### config.mk
export PLATFORM = sky130hd
export DESIGN_NAME = photonic_tx_serializer
export DESIGN_NICKNAME = d
export VERILOG_FILES = /design/src/rtl/photonic_tx_serializer.sv
export SDC_FILE = /design/constraint.sdc
export NUM_CORES = 1
export LEC_CHECK = 0
export BUFFER_PORTS_ARGS = -buffer_cell sky130_fd_sc_hd__buf_2
export CAP_MARGIN = 20
export CORE_ASPECT_RATIO = 0.7
export CORE_MARGIN = 3
export CORE_UTILIZATION = 35
export CTS_BUF_LIST = sky130_fd_sc_hd__clkbuf_8
export DETAILED_ROUTE_END_ITERATION = 12
export PLACE_DENSITY_LB_ADDON = 0.3
export SYNTH_ARGS = -nofsm -noshare
export SYNTH_HDL_FRONTEND = slang
export SYNTH_SLANG_ARGS = --single-unit
### constraint.sdc
create_clock -name clk -period 6.25 [get_ports clk]
set_input_delay 0.625 -clock clk [delete_from_list [all_inputs] [get_ports clk]]
set_output_delay 0.625 -clock clk [all_outputs]
set_load 0.01 [all_outputs]
### src/rtl/photonic_tx_serializer.sv
// photonic_tx_serializer
// Captures 32-bit packets on a rising edge of tx_packet[31] and queues them in
// a DEPTH-entry FIFO. Each queued packet is sent MSB-first as 32/LANE_W beats
// on a valid/ready lane. Overflowing captures are dropped and counted.
// Optional feature macro: TX_PARITY_EN (adds the registered link_parity output).
module photonic_tx_serializer #(
    parameter int DEPTH  = 4,
    parameter int LANE_W = 8
) (
    input  logic              clk,
    input  logic              rst,
    input  logic [31:0]       tx_packet,
    input  logic              link_ready,
    output logic              link_valid,
    output logic [LANE_W-1:0] link_data,
    output logic              link_sof,
    output logic              link_eof,
    output logic              fifo_full,
`ifdef TX_PARITY_EN
    output logic              link_parity,
`endif
    output logic [7:0]        drop_count
);

    localparam int BEATS = 32 / LANE_W;
    localparam int PW    = $clog2(DEPTH);
    localparam int OW    = PW + 1;
    localparam int CW    = (BEATS > 1) ? $clog2(BEATS) : 1;
    localparam logic [CW-1:0] LAST_BEAT = CW'(BEATS - 1);

    typedef enum logic {
        IDLE,
        SEND
    } state_t;

    state_t          state_q, state_d;
    logic [31:0]     mem_q [DEPTH];
    logic [PW-1:0]   wr_ptr_q, wr_ptr_d;
    logic [PW-1:0]   rd_ptr_q, rd_ptr_d;
    logic [PW-1:0]   rd_next;
    logic [OW-1:0]   occ_q, occ_d;
    logic            full_q, full_d;
    logic            prev31_q;
    logic [31:0]     shift_q, shift_d;
    logic [CW-1:0]   beat_q, beat_d;
    logic            sof_q, sof_d;
    logic            eof_q, eof_d;
    logic [7:0]      drop_q, drop_d;
`ifdef TX_PARITY_EN
    logic            parity_q, parity_d;
`endif

    logic capture, handshake, last_beat, pop, push, drop;

    // Handshake, capture and FIFO bookkeeping decode.
    always_comb begin
        capture   = tx_packet[31] & ~prev31_q;
        handshake = (state_q == SEND) & link_ready;
        last_beat = (beat_q == LAST_BEAT);
        pop       = handshake & last_beat;
        // A full FIFO still accepts a capture in the cycle its head completes.
        push      = capture & (~full_q | pop);
        drop      = capture & full_q & ~pop;
        wr_ptr_d  = wr_ptr_q + PW'(push);
        rd_ptr_d  = rd_ptr_q + PW'(pop);
        rd_next   = rd_ptr_q + PW'(1);
        occ_d     = occ_q + OW'(push) - OW'(pop);
        full_d    = (occ_d == OW'(DEPTH));
        drop_d    = (drop && (drop_q != 8'hFF)) ? drop_q + 8'd1 : drop_q;
    end

    // Next-state, shift register and beat counter; flags are derived from the
    // next state so that every output leaves a flop.
    always_comb begin
        state_d = state_q;
        shift_d = shift_q;
        beat_d  = beat_q;
        unique case (state_q)
            IDLE: begin
                if (occ_q != '0) begin
                    shift_d = mem_q[rd_ptr_q];
                    beat_d  = '0;
                    state_d = SEND;
                end
            end
            SEND: begin
                if (handshake) begin
                    if (!last_beat) begin
                        shift_d = shift_q << LANE_W;
                        beat_d  = beat_q + CW'(1);
                    end else if (occ_q > OW'(1)) begin
                        shift_d = mem_q[rd_next];
                        beat_d  = '0;
                    end else begin
                        beat_d  = '0;
                        state_d = IDLE;
                    end
                end
            end
            default: state_d = IDLE;
        endcase
        sof_d = (state_d == SEND) && (beat_d == '0);
        eof_d = (state_d == SEND) && (beat_d == LAST_BEAT);
    end

`ifdef TX_PARITY_EN
    // Even parity of the beat that will be presented next cycle.
    always_comb begin
        parity_d = ^shift_d[31:32-LANE_W];
    end
`endif

    // FIFO storage; no reset needed, occupancy guards every read.
    always_ff @(posedge clk) begin
        if (push) begin
            mem_q[wr_ptr_q] <= tx_packet;
        end
    end

    // Control and datapath registers.
    always_ff @(posedge clk or negedge rst) begin
        if (!rst) begin
            state_q  <= IDLE;
            wr_ptr_q <= '0;
            rd_ptr_q <= '0;
            occ_q    <= '0;
            full_q   <= 1'b0;
            prev31_q <= 1'b0;
            shift_q  <= '0;
            beat_q   <= '0;
            sof_q    <= 1'b0;
            eof_q    <= 1'b0;
            drop_q   <= '0;
`ifdef TX_PARITY_EN
            parity_q <= 1'b0;
`endif
        end else begin
            state_q  <= state_d;
            wr_ptr_q <= wr_ptr_d;
            rd_ptr_q <= rd_ptr_d;
            occ_q    <= occ_d;
            full_q   <= full_d;
            prev31_q <= tx_packet[31];
            shift_q  <= shift_d;
            beat_q   <= beat_d;
            sof_q    <= sof_d;
            eof_q    <= eof_d;
            drop_q   <= drop_d;
`ifdef TX_PARITY_EN
            parity_q <= parity_d;
`endif
        end
    end

    // Output mapping from registers.
    always_comb begin
        link_valid  = (state_q == SEND);
        link_data   = shift_q[31:32-LANE_W];
        link_sof    = sof_q;
        link_eof    = eof_q;
        fifo_full   = full_q;
        drop_count  = drop_q;
`ifdef TX_PARITY_EN
        link_parity = parity_q;
`endif
    end

endmodule
==> flow_summary_export.csv <==
group,metric,value,unit
global_route,grt_pass1_wl,26770,µm
clocking,numCtsBuffers,17,
setup_path,max_stage_delay,0.75,ns
sta,worst_slew_pin_slew,0.8931,ns
setup_path,crit_required,6.61,ns
clocking,postCtsHoldBufs,0,
synthesis,synthFlopType,"edfxtp_1",
synthesis,synth.most_common_cell,"edfxtp_1",
clocking,cts_buffer_depth,2,
synthesis,syn_avg_cell_area,18.11,µm²
sta,fin_skew,0.01915,ns
layout,syn2layout_area_growth,11.09,%
clocking,clk_pin_slew,0.10,ns
synthesis,synth.yosys.seq_area_share,61.95,%
global_route,gr-usage-met2,21.00,%
synthesis,ys_async_sr_fraction,29.67,%
setup_path,rrSetupSlack,3.35,ns
sta,hold_viol_final,0,
floorplanning,die_h,135.5,µm
floorplanning,rows,46,
detailed_routing,detail_route.wirelength,16900,µm
placement,io_buffers,54,
setup_path,critPathKind,"reg2reg",
floorplanning,design.die.area,25880,µm²
synthesis,yosys.area_share.simple,2.775,%
synthesis,synth_edf_count,128,
setup_path,crit_path_top_delay_cell,"dfrtp_2",
global_route,grt_usage,13.95,%
pwr,p_total,3.917,mW
setup_path,crit_arrival,3.26,ns
status,outcome,"finished clean",
detailed_routing,antenna_left,0,
clocking,htreeDepth,4,
synthesis,synthAdderAreaFrac,1.432,%
synthesis,synth_top_area_share,45.84,%
global_route,antenna_found_initial,1,
detailed_routing,drtIter0Drc,349,
synthesis,yosys_warnings,0,
detailed_routing,dr.pass1.iters,4,
setup_path,path_common_cell,"buf_4",
synthesis,netlist_top_cells_area,"edfxtp_1 (46%), mux4_2 (17%), dfrtp_1 (16%)",
sta,min_period_over_period,46.43,%
layout,drive_gt1_share,38.36,%
clocking,cts_root_buf,"clkbuf_8",
layout,final_nets,555,
layout,diodes,0,
sta,fmax,344.6,MHz
synthesis,synthesis.area,8386,µm²
clocking,clkLatencyLatePin,0.47,ns
synthesis,synthTopCellsByCount,"edfxtp_1 (128), mux4_2 (64), dfrtp_1 (54), mux2_4 (30), nor2_1 (28)",
hold_path,hold_class,"in2async",
floorplanning,die_w,191.0,µm
sta,finalSetupTns,0,ns
global_route,use_met3,3.853,%
global_route,grt_busiest_layer,"met2",
placement,place.gp.congestion,0.7712,
clocking,post_cts_buffers,0,
flow_run,maxCapViolations,0,
setup_path,worstSetupEndpointType,"flip-flop",
sta,rsz0062_at_grt,"false",
global_route,grt_pass1_vias,4598,
detailed_routing,wl_per_cell,20.22,µm
synthesis,yosysTopAreaCell,"edfxtp_1",
global_route,grt_remaining_overflow,0,
synthesis,synthMuxAreaShare,25.83,%
setup_path,critPathLaunchType,"flip-flop",
clocking,numClockSinks,182,
clocking,cts_resized,0,
global_route,grt_start_max_net_pins,66,
synthesis,synthCells,463,
pwr,peakVddDrop,0.1658,mV
setup_path,crit_path_cell_trace,"buf_4 -> clkinv_1 -> o21ai_2 -> o21bai_4 -> buf_4 -> mux2_2",
global_route,use_met1,20.24,%
sta,setup_violations,0,
clocking,cts_tree,"done",
synthesis,synth_compound_gate_area_share,3.551,%
floorplanning,core-area,23080,µm²
setup_path,path_max_fanout,33,
detailed_routing,vias_per_cell,5.066,
placement,dp_hpwl,10880,µm
synthesis,synth.distinct_cells,39,
pwr,p_leak,3.420,nW
synthesis,synth_top_family_by_area,"multiplexers",
detailed_routing,route.detailed.drc,0,
pwr,power.density,420.5,nW/µm²
floorplanning,io_pins,55,
synthesis,ys_ff_latch,182,
sta,final_max_slew_viol_count,0,
floorplanning,initial_core_util,36.33,%
synthesis,synth_nets,507,
synthesis,synth_xor_area_share,1.044,%
sta,relSlewSlack,40.46,%
detailed_routing,num_vias,4235,
sta,period_minus_slack,2.902,ns
worst max-delay path: cells and delay by family (launching register included):
family | cells | cell delay [ns]
DFF | 1 | 0.75
buffers and inverters | 3 | 1.18
AOI/OAI and AO/OA | 2 | 0.46
muxes | 1 | 0.39
cells in the final DEF (no fill, tap or decap), types with 8 or more instances in the layout:
cell type,count
nand2_1,8
edfxtp_1,128
clkbuf_8,21
mux4_2,64
buf_2,54
mux2i_1,24
buf_4,10
nor2_1,26
mux2_4,30
a21oi_1,25
inv_1,11
a22o_1,8
xor2_1,8
dfrtp_1,51
ha_1,8
flip-flops by register name (all words and copies together) (netlist names):
register,cells
link_sof,1
shift_q,32
beat_q,2
link_valid,1
link_eof,1
mem_q,128
occ_q,3
fifo_full,1
rd_ptr_q,2
drop_count,8
wr_ptr_q,2
prev31_q,1
logic make-up after synthesis:
family,Yosys count
compound gates,44
buf+inv,46
fa+ha+maj,9
xor+xnor,10
flops,182
mux,121
simple gates,51
metal layers:
layer / share of wire [%] / up-vias
li1: - / 1925
met1: 47 / 2195
met2: 45 / 98
met3: 6.4 / 15
met4: 0.91 / 2
met5: 0.047 / -
path summary, 6_finish.rpt:
kind | start | endpoint | cells past startpoint
hold / removal | rst | shift_q[12] | 2
setup / recovery | link_valid | shift_q[27] | 6
max in group asynchronous | rst | rd_ptr_q[0] | 2
setup reg to reg | link_valid | shift_q[27] | 6
min in group clk | tx_packet[31] | prev31_q | 1
hold reg to reg | drop_count[3] | drop_count[3] | 1
power breakdown:
group / total, mW / internal, mW / switching (mW)
registers: 1.69 / 1.52 / 0.176
logic: 1.41 / 0.770 / 0.636
clock network: 0.817 / 0.398 / 0.418
total: 3.92 / 2.69 / 1.23
per-stage QoR:
step / util [%] / setup slack [ns] / cells / instance area (µm²) / hold WS (ns)
final: 40.36 / 3.348 / 836 / 9315 / 0.3004
after global routing: 40.36 / 3.048 / 836 / 9315 / 0.3142
after CTS: 40.36 / 3.322 / 836 / 9315 / 0.2932
after detailed placement: 38.57 / 3.345 / 804 / 8902 / 0.4957
after global placement: 38.57 / 3.433 / 804 / 8902 / 0.4762
after floorplan: - / 2.608 / 463 / 8386 / 0.3294
cell type report:
class	count	area, µm²
Tap cell	312	390.4
Timing Repair Buffer	64	345.3
Inverter	11	41.29
Sequential cell	182	5201
Multi-Input combinational cell	235	2924
Clock inverter	11	123.9
Clock buffer	21	289.0
Fill cell	2059	13760
Power figures use the tool's default switching activity.
